==> src/rtl/sram_controller_pkg.sv <==
// Shared types and defaults for the SRAM controller slice.
package sram_pkg;

    typedef enum logic [1:0] {
        IDLE = 2'd0,
        LOW  = 2'd1,
        HIGH = 2'd2,
        DONE = 2'd3
    } state_t;

    localparam logic [31:0] DEF_BASE_ADDR = 32'd1024;
    localparam int          DEF_SRAM_AW   = 18;

endpackage

==> src/rtl/sram_controller_if.sv <==
// MEM-stage side of the controller: word request in, read word and ready out.
interface sram_controller_if;

    logic        MEMread;
    logic        MEMwrite;
    logic [31:0] address;
    logic [31:0] data;
    logic [31:0] MEM_result;
    logic        ready;

    modport master (
        output MEMread, MEMwrite, address, data,
        input  MEM_result, ready
    );

    modport slave (
        input  MEMread, MEMwrite, address, data,
        output MEM_result, ready
    );

endinterface

==> src/rtl/register.sv <==
// Generic load-enable register with synchronous active-low clear.
module register #(
    parameter int WIDTH = 32
) (
    input  logic             clk,
    input  logic             rst,
    input  logic             en,
    input  logic [WIDTH-1:0] d,
    output logic [WIDTH-1:0] q
);

    // Clear on reset, otherwise load when enabled.
    always_ff @(posedge clk) begin
        if (!rst)    q <= '0;
        else if (en) q <= d;
    end

endmodule

==> src/rtl/sram_controller_wait_counter.sv <==
// Phase cycle counter: counts 0..WAIT_CYCLES-1 and wraps on terminal count.
module wait_counter #(
    parameter int WAIT_CYCLES = 2,
    parameter int CW          = (WAIT_CYCLES > 1) ? $clog2(WAIT_CYCLES) : 1
) (
    input  logic          clk,
    input  logic          rst,
    input  logic          clr,
    input  logic          en,
    output logic [CW-1:0] count,
    output logic          tc
);

    assign tc = (count == CW'(WAIT_CYCLES - 1));

    // Clear takes priority; a terminal count wraps straight back to zero.
    always_ff @(posedge clk) begin
        if (!rst || clr) count <= '0;
        else if (en)     count <= tc ? '0 : count + CW'(1);
    end

endmodule

==> src/rtl/sram_controller.sv <==
// 32-bit word access served from a 16-bit asynchronous SRAM in two half-word phases.
module sram_controller
    import sram_pkg::*;
#(
    parameter logic [31:0] BASE_ADDR   = DEF_BASE_ADDR,
    parameter int          WAIT_CYCLES = 2,
    parameter int          SRAM_AW     = DEF_SRAM_AW
) (
    input  logic               clk,
    input  logic               rst,
    sram_controller_if.slave   bus,
    output logic [SRAM_AW-1:0] SRAM_ADDR,
    output logic [15:0]        SRAM_DQ_out,
    input  logic [15:0]        SRAM_DQ_in,
    output logic               SRAM_DQ_oe,
    output logic               SRAM_WE_N
);

    localparam int CW = (WAIT_CYCLES > 1) ? $clog2(WAIT_CYCLES) : 1;

    state_t             state, next_state;
    logic               req, start;
    logic [CW-1:0]      cnt, cnt_nxt;
    logic               tc, cnt_clr, cnt_en;
    logic               op_wr_q, op_wr;
    logic [SRAM_AW-2:0] word_live, word_q, word;
    logic [31:0]        data_q, cur_data;
    logic [15:0]        low_hold;
    logic               low_en, res_en;
    logic [SRAM_AW-1:0] addr_d;
    logic [15:0]        dq_d;
    logic               oe_d, we_n_d;

    assign req   = bus.MEMread | bus.MEMwrite;
    assign start = (state == IDLE) & req;

    // Word index of (address - BASE_ADDR); only bits [SRAM_AW:2] survive the
    // truncation, and with word-aligned operands no borrow crosses bit 2.
    assign word_live = bus.address[SRAM_AW:2] - BASE_ADDR[SRAM_AW:2];

    // Request fields captured on the IDLE->LOW edge; write wins over read.
    register #(.WIDTH(1))         u_op   (.clk, .rst, .en(start), .d(bus.MEMwrite), .q(op_wr_q));
    register #(.WIDTH(SRAM_AW-1)) u_word (.clk, .rst, .en(start), .d(word_live),    .q(word_q));
    register #(.WIDTH(32))        u_data (.clk, .rst, .en(start), .d(bus.data),     .q(data_q));

    // While still in IDLE the latches are not loaded yet, so the first phase
    // set-up must look at the live request.
    assign op_wr    = (state == IDLE) ? bus.MEMwrite : op_wr_q;
    assign word     = (state == IDLE) ? word_live    : word_q;
    assign cur_data = (state == IDLE) ? bus.data     : data_q;

    assign cnt_clr = (state == IDLE) | (state == DONE);
    assign cnt_en  = (state == LOW)  | (state == HIGH);

    wait_counter #(.WAIT_CYCLES(WAIT_CYCLES), .CW(CW)) u_cnt (
        .clk, .rst, .clr(cnt_clr), .en(cnt_en), .count(cnt), .tc(tc)
    );

    // Counter value the next cycle will see, used to pre-compute registered pins.
    assign cnt_nxt = (cnt_en && !tc) ? cnt + CW'(1) : '0;

    // Read path: low half held until the high half arrives.
    assign low_en = (state == LOW)  & tc & ~op_wr_q;
    assign res_en = (state == HIGH) & tc & ~op_wr_q;

    register #(.WIDTH(16)) u_low (.clk, .rst, .en(low_en), .d(SRAM_DQ_in), .q(low_hold));
    register #(.WIDTH(32)) u_res (.clk, .rst, .en(res_en), .d({SRAM_DQ_in, low_hold}),
                                  .q(bus.MEM_result));

    // State register.
    always_ff @(posedge clk) begin
        if (!rst) state <= IDLE;
        else      state <= next_state;
    end

    // Next-state logic: each phase lasts until the counter's terminal count.
    always_comb begin
        next_state = state;
        case (state)
            IDLE: if (req) next_state = LOW;
            LOW:  if (tc)  next_state = HIGH;
            HIGH: if (tc)  next_state = DONE;
            DONE:          next_state = IDLE;
            default:       next_state = IDLE;
        endcase
    end

    // Output logic: ready, plus the SRAM pin values for the coming cycle.
    always_comb begin
        bus.ready = (state == DONE) | ((state == IDLE) & ~req);
        addr_d    = SRAM_ADDR;
        dq_d      = SRAM_DQ_out;
        oe_d      = 1'b0;
        we_n_d    = 1'b1;
        case (next_state)
            LOW: begin
                addr_d = {word, 1'b0};
                if (op_wr) begin
                    oe_d   = 1'b1;
                    dq_d   = cur_data[15:0];
                    we_n_d = (cnt_nxt == CW'(WAIT_CYCLES - 1));
                end
            end
            HIGH: begin
                addr_d = {word, 1'b1};
                if (op_wr) begin
                    oe_d   = 1'b1;
                    dq_d   = cur_data[31:16];
                    we_n_d = (cnt_nxt == CW'(WAIT_CYCLES - 1));
                end
            end
            default: ;
        endcase
    end

    // SRAM pins are registered so they only move at clock edges.
    always_ff @(posedge clk) begin
        if (!rst) begin
            SRAM_ADDR   <= '0;
            SRAM_DQ_out <= '0;
            SRAM_DQ_oe  <= 1'b0;
            SRAM_WE_N   <= 1'b1;
        end else begin
            SRAM_ADDR   <= addr_d;
            SRAM_DQ_out <= dq_d;
            SRAM_DQ_oe  <= oe_d;
            SRAM_WE_N   <= we_n_d;
        end
    end

endmodule
==> src/flat_wrapper.sv <==
// flat-port wrapper written by rule: the top's interface ports become plain ports
module sram_controller_flat import sram_pkg::*;
#(
    parameter logic [31:0] BASE_ADDR   = DEF_BASE_ADDR,
    parameter int          WAIT_CYCLES = 2,
    parameter int          SRAM_AW     = DEF_SRAM_AW
)
  (clk, rst, SRAM_ADDR, SRAM_DQ_out, SRAM_DQ_in, SRAM_DQ_oe, SRAM_WE_N, bus_MEMread, bus_MEMwrite, bus_address, bus_data, bus_MEM_result, bus_ready);
  sram_controller_if bus_i ();
  input  logic clk;
  input  logic rst;
  output logic [SRAM_AW-1:0] SRAM_ADDR;
  output logic [15:0] SRAM_DQ_out;
  input  logic [15:0] SRAM_DQ_in;
  output logic SRAM_DQ_oe;
  output logic SRAM_WE_N;
  input wire logic [$bits(bus_i.MEMread)-1:0] bus_MEMread;
  input wire logic [$bits(bus_i.MEMwrite)-1:0] bus_MEMwrite;
  input wire logic [$bits(bus_i.address)-1:0] bus_address;
  input wire logic [$bits(bus_i.data)-1:0] bus_data;
  output wire logic [$bits(bus_i.MEM_result)-1:0] bus_MEM_result;
  output wire logic [$bits(bus_i.ready)-1:0] bus_ready;
  assign bus_i.MEMread = bus_MEMread;
  assign bus_i.MEMwrite = bus_MEMwrite;
  assign bus_i.address = bus_address;
  assign bus_i.data = bus_data;
  assign bus_MEM_result = bus_i.MEM_result;
  assign bus_ready = bus_i.ready;
  sram_controller #(.BASE_ADDR(BASE_ADDR), .WAIT_CYCLES(WAIT_CYCLES), .SRAM_AW(SRAM_AW)) u_core (.clk(clk), .rst(rst), .bus(bus_i), .SRAM_ADDR(SRAM_ADDR), .SRAM_DQ_out(SRAM_DQ_out), .SRAM_DQ_in(SRAM_DQ_in), .SRAM_DQ_oe(SRAM_DQ_oe), .SRAM_WE_N(SRAM_WE_N));
endmodule
==> config.mk <==
export PLATFORM = sky130hd
export DESIGN_NAME = sram_controller_flat
export DESIGN_NICKNAME = d
export VERILOG_FILES = /design/src/rtl/sram_controller_pkg.sv /design/src/rtl/sram_controller_if.sv /design/src/rtl/register.sv /design/src/rtl/sram_controller_wait_counter.sv /design/src/rtl/sram_controller.sv /design/src/flat_wrapper.sv
export SDC_FILE = /design/constraint.sdc
export NUM_CORES = 1
export LEC_CHECK = 0
export BUFFER_PORTS_ARGS = -buffer_cell sky130_fd_sc_hd__buf_4
export CORE_MARGIN = 4
export CORE_UTILIZATION = 50
export CTS_BUF_LIST = sky130_fd_sc_hd__clkbuf_4 sky130_fd_sc_hd__clkbuf_8
export CTS_CLUSTER_DIAMETER = 100
export DETAILED_ROUTE_END_ITERATION = 16
export PLACE_DENSITY = 0.77
export SYNTH_ARGS = -nofsm -noshare
export SYNTH_HDL_FRONTEND = slang
export SYNTH_SLANG_ARGS = --single-unit
==> constraint.sdc <==
create_clock -name clk -period 4 [get_ports clk]
set_input_delay 1.2 -clock clk [delete_from_list [all_inputs] [get_ports clk]]
set_output_delay 1.2 -clock clk [all_outputs]
set_load 0.01 [all_outputs]
[After elaboration in Yosys (flattened, before gate mapping)]
Index checks and enable logic that the tools add are counted.
W data, S select, Z words.
Word-level totals
  bits in registers: 137
  bits in latches: 0
  memory bits (writable): 0
  memory bits (read-only): 0
  output and inout bits: 69
  logic and storage cells: 56
  memories: 0
Cells by class
  add/subtract/negate cells: 2
  multiply operators: 0
  div/mod/pow operators: 0
  order comparisons: 0
  equal/unequal tests: 7
  shift operators: 0
  multiplexer cells: 14
  bitwise logic cells: 12
  reduce and logical (&&, ||, !) cells: 10
Operator list (count)
  $pmux W18 S2: 1
  $mux W16: 2
  $mux W32: 1
  $pmux W16 S2: 1
  $mux W17: 1
  $sub A17 B9 Y17 const B: 1
  $pmux W2 S4: 1
  $and A1 B1 Y1: 6
  $eq A2 B2 Y1 const B: 3
  $mux W2: 3
  $reduce_and A3 Y1: 2
  $eq A2 B1 Y1 const B: 2
  $mux W1: 4
  $ne A2 B1 Y1 const B: 2
  $or A1 B1 Y1: 4
  $logic_not A1 Y1: 2
  $logic_not A2 Y1: 1
  $not A1 Y1: 2
  $reduce_and A2 Y1: 1
  $reduce_bool A2 Y1: 1
  $reduce_or A2 Y1: 1
  $add A1 B1 Y1 const B: 1
  $logic_and A1 B1 Y1: 1
  $logic_or A1 B1 Y1: 1

[Longest topological paths before layout]
  depth after elaboration: 6
  gate-level depth with buffers: 15
  depth with buffers taken out: 11

[By module]
From an unflattened synthesis, not the netlist that was laid out.
Second synthesis, totals
  cell total of the unflattened synthesis: 559
  area, all modules: 6028.3 sq um
Modules (own cells, without submodules)
  register (u_core.u_data ...): instances 2, cells an instance 103, area each 1243.7 sq um
  sram_controller: instances 1, cells an instance 241, area each 2188.3 sq um
  register (u_core.u_word): instances 1, cells an instance 54, area each 651.9 sq um
  register (u_core.u_low): instances 1, cells an instance 51, area each 615.6 sq um
  wait_counter: instances 1, cells an instance 4, area each 48.8 sq um
  register (u_core.u_op): instances 1, cells an instance 3, area each 36.3 sq um

[Worst setup path before layout]
No wires, ideal clock.
  path type: input to register
  start: input bus_MEMwrite
  end: register u_core.SRAM_DQ_out[10]
  arrival time: 2.875 ns
  required time: 3.868 ns
  path slack: 0.993 ns
  cell stages on the path: 9
  buffers on the path: 2
  cells stage by stage: o21ai_1 o31ai_1 a21oi_1 ha_1 buf_2 buf_1 mux4_2 nand2_1 a21oi_1
Between the ends
  cells in the longest elaborated chain, start to end: 6
  elaborated cells between the ends (all ways): 11
  classes of those cells: 4 x eq/ne; 4 x mux; 1 x bitwise; 2 x reduce/logical
Ends and longest elaborated chain
  from (decl): line flat_wrapper.sv:18  | input wire logic [$bits(bus_i.MEMwrite)-1:0] bus_MEMwrite;
  $or A1 B1 Y1 *: line sram_controller.sv:34  | assign req = bus.MEMread | bus.MEMwrite;
  $mux W2 *: line sram_controller.sv:80  | IDLE: if (req) next_state = LOW;
  $pmux W2 S4 *: line sram_controller.sv:79  | case (state)
  net u_core.next_state[1]: line sram_controller.sv:21  | state_t state, next_state;
  $eq A2 B2 Y1 or $eq A2 B1 Y1 (tied branches): line sram_controller.sv:95  | case (next_state)
  $ne A2 B1 Y1 (no source line) or $reduce_bool A2 Y1 (tied branches)
  $reduce_and A3 Y1 (no source line)
  to (signal assigned): line sram_controller.sv:125  | SRAM_DQ_out <= dq_d;
  to (decl): line sram_controller.sv:13  | output logic [15:0] SRAM_DQ_out,
Mark *: on every way through the listed nets, which the timed path passes. The rest lies on a longest branch.
A chain may end at the register's enable or synchronous reset.

[Final worst setup path]
  start: input bus_MEMwrite
  end: output bus_ready
Between the ends
  cells in the longest elaborated chain, start to end: 4
Ends and longest elaborated chain
  $or A1 B1 Y1: line sram_controller.sv:34
  $not A1 Y1: line sram_controller.sv:90  | bus.ready = (state == DONE) | ((state == IDLE) & ~req);
  $and A1 B1 Y1: line sram_controller.sv:90
  $or A1 B1 Y1: line sram_controller.sv:90
  to (decl): line flat_wrapper.sv:22  | output wire logic [$bits(bus_i.ready)-1:0] bus_ready;
No other way between the ends.

==> results.sh <==
export IMPL_fin_ws_ns=0.898
export IMPL_fmax_ghz=0.322
export IMPL_core_area_um2=10800
export IMPL_grt_use_met3=0.0583
export IMPL_crit_type="in -> out"
export IMPL_power_density_nw_per_um2=559
export IMPL_syn_nets=751
export IMPL_grt_usage=0.204
export IMPL_ys_flop_type="dfxtp_1"
export IMPL_via_per_inst=5.16
export IMPL_drt_iter0_drc=385
export IMPL_avgSynthCellArea_um2=8.37
export IMPL_grt_overflow=0
export IMPL_start_util=0.510
export IMPL_areaGrowthSynthToFinish_pct=27.8
export IMPL_cts_sinks=137
export IMPL_dieArea_um2=12800
export IMPL_fillers=897
export IMPL_wire_per_inst_um=14.1
export IMPL_seqCellArea_um2=2740
export IMPL_fin_crit_ns=3.10
export IMPL_clkTransAtPathRegs_ns=0.07
export IMPL_io_pins=153
export IMPL_cp_arrival_ns=1.90
export IMPL_antennaDiodeCount=0
export IMPL_yosysTopAreaCellShare=0.496
export IMPL_cp_data_required_time_ns=2.80
export IMPL_cts_resized_gates=0
export IMPL_rsz0062_at_grt="false"
export IMPL_port_buffer_count=137
export IMPL_synth_seq_cells=137
export IMPL_grt_pass1_wl_mm=21.2
export IMPL_cts_root_buffer="clkbuf_8"
export IMPL_totalNegativeSetupSlack_ns=0
export IMPL_cts_path_max_buffers=2
export IMPL_synth_distinct_cells=36
export IMPL_placed_cells=897
export IMPL_final_nets=867
export IMPL_first_pass_iters=5
export IMPL_yosys_area_top_type="dfxtp_1"
export IMPL_drt_wl_total_mm=13.1
export IMPL_status="finished clean"
export IMPL_htree_levels=4
export IMPL_peakVddDrop_mv=0.338
export IMPL_finalNonFillerCells=929
export IMPL_cts_buffers=17
export IMPL_tightest_slew_ns=1.10
export IMPL_busiest_layer="met2"
export IMPL_crit_path_end_kind="primary output"
export IMPL_drtAntennaViolNets=0
export IMPL_async_flop_share=0
export IMPL_antenna_found_initial=0
export IMPL_synth_most_common_cell="nand2_1"
export IMPL_insertion_delay_ns=0.44
export IMPL_finalHoldViolCount=0
export IMPL_syn_area_um2=5530
export IMPL_post_place_ws_ns=0.662
export IMPL_crit_fanout=4
export IMPL_die_x_um=113
export IMPL_grtUsageMet1=0.242
export IMPL_relSlewSlack=0.265
export IMPL_synth_area_leaders="dfxtp_1 50%, nand2_1 15%, a21oi_1 11%"
export IMPL_cts_setup_buffers=0
export IMPL_synth_enable_flop_cells=0
export IMPL_synthTopCellsByCount="214 x nand2_1, 137 x dfxtp_1, 126 x a21oi_1, 35 x nor2_1, 27 x clkbuf_1"
export IMPL_vias=4789
export IMPL_yosysSeqAreaShare=0.496
export IMPL_hp_class="reg -> reg"
export IMPL_use_met2=0.348
export IMPL_multi_input_area_um2=2570
export IMPL_drc_errors=0
export IMPL_maxSlewViolCount=0
export IMPL_hpwlAfterDp_mm=8.93
export IMPL_grt_max_degree=58
export IMPL_netlist_instances=660
export IMPL_cts_hold_buf=0
export IMPL_yosys_warnings=0
export IMPL_leakage_nw=2.91
export IMPL_rows=38
export IMPL_layout_drive_gt1_share=0.255
export IMPL_setup_viol=0
export IMPL_finalClockSkew_ns=0.00839
export IMPL_fp_dieH_um=113
export IMPL_cp_start_kind="input pin"
export IMPL_grt_pass1_vias=4542
export IMPL_routabilityCongestion=0.829
export IMPL_maxCapViolCount=0
export IMPL_cts_tree="done"
export IMPL_fin_crit_sh=0.775
-- critical path, cell delays in order --
cell,delay [ns]
buf_4,0.13
nor2_1,0.27
a21o_1,0.17
buf_4,0.12
-- sequential cells by signal (all words and copies together) (netlist names) --
| signal | count |
|---|---|
| u_core.u_op.q | 1 |
| u_core.SRAM_ADDR | 18 |
| u_core.u_word.q | 17 |
| u_core.SRAM_DQ_out | 16 |
| u_core.u_res.q | 32 |
| u_core.u_data.q | 32 |
| u_core.u_cnt.count | 1 |
| u_core.state | 2 |
| u_core.u_low.q | 16 |
| u_core.SRAM_WE_N | 1 |
| u_core.SRAM_DQ_oe | 1 |
-- per-layer routing --
metal | share of wire | vias up | wire length, µm
met3 | 0.064 | 19 | 833
li1 | - | 2434 | -
met5 | 0 | - | 0
met1 | 0.42 | 2214 | 5440
met4 | 0.018 | 0 | 239
met2 | 0.50 | 122 | 6550
-- layout make-up --
type / instances / share of cell area
inverters: 9 / 0.00496
flip-flops and latches: 137 / 0.388
well taps: 140 / 0.0248
clock inverters: 14 / 0.0287
clock buffers: 18 / 0.0351
repair buffers: 145 / 0.154
multi-input cells: 466 / 0.364
-- stage by stage --
stage / power [mW] / utilization / hold WS (ns) / cell area, µm²
final: 3.95 / 0.651 / 0.453 / 7060
after global routing: 4.17 / 0.651 / 0.466 / 7060
after CTS: 3.99 / 0.651 / 0.454 / 7060
after detailed placement: 2.71 / 0.610 / 0.444 / 6610
after global placement: 2.68 / 0.610 / 0.438 / 6610
after floorplan: 2.35 / - / 0.432 / 5530
-- where the power goes --
part / internal, mW / switching [mW] / total, mW
clock network: 0.751 / 0.522 / 1.27
registers: 1.54 / 0.0945 / 1.64
logic: 0.457 / 0.585 / 1.04
-- worst paths after layout --
path | slack [ns] | endpoint | depth (start not counted) | start
min reg2reg | 0.45 | u_core.u_res.q[15] | 2 | u_core.u_low.q[15]
min | 0.45 | u_core.u_res.q[15] | 2 | u_core.u_low.q[15]
max | 0.90 | bus_ready | 4 | bus_MEMwrite
max reg2reg | 1.23 | u_core.u_data.q[27] | 7 | u_core.state[0]
-- kinds of logic after synthesis --
kind of cell | Yosys count | share of synthesized area
flops | 137 | 0.496
mux | 26 | 0.0833
simple gates | 272 | 0.202
fa+ha+maj | 7 | 0.0159
xor+xnor | 6 | 0.00951
compound gates | 155 | 0.150
buf+inv | 57 | 0.0423
-- cells in the final DEF, fill, tap and decap left out, types with 8 or more instances in the layout --
| cell | netlist | routed |
|---|---|---|
| inv_1 | 9 | 8 |
| mux4_2 | 16 | 16 |
| clkbuf_8 | 0 | 18 |
| a211oi_1 | 8 | 8 |
| dfxtp_1 | 137 | 137 |
| a21oi_1 | 126 | 126 |
| nor2_1 | 35 | 35 |
| nand2_1 | 214 | 214 |
| buf_4 | 1 | 145 |
| mux2i_1 | 10 | 10 |
(Power assumes the default switching activity.)
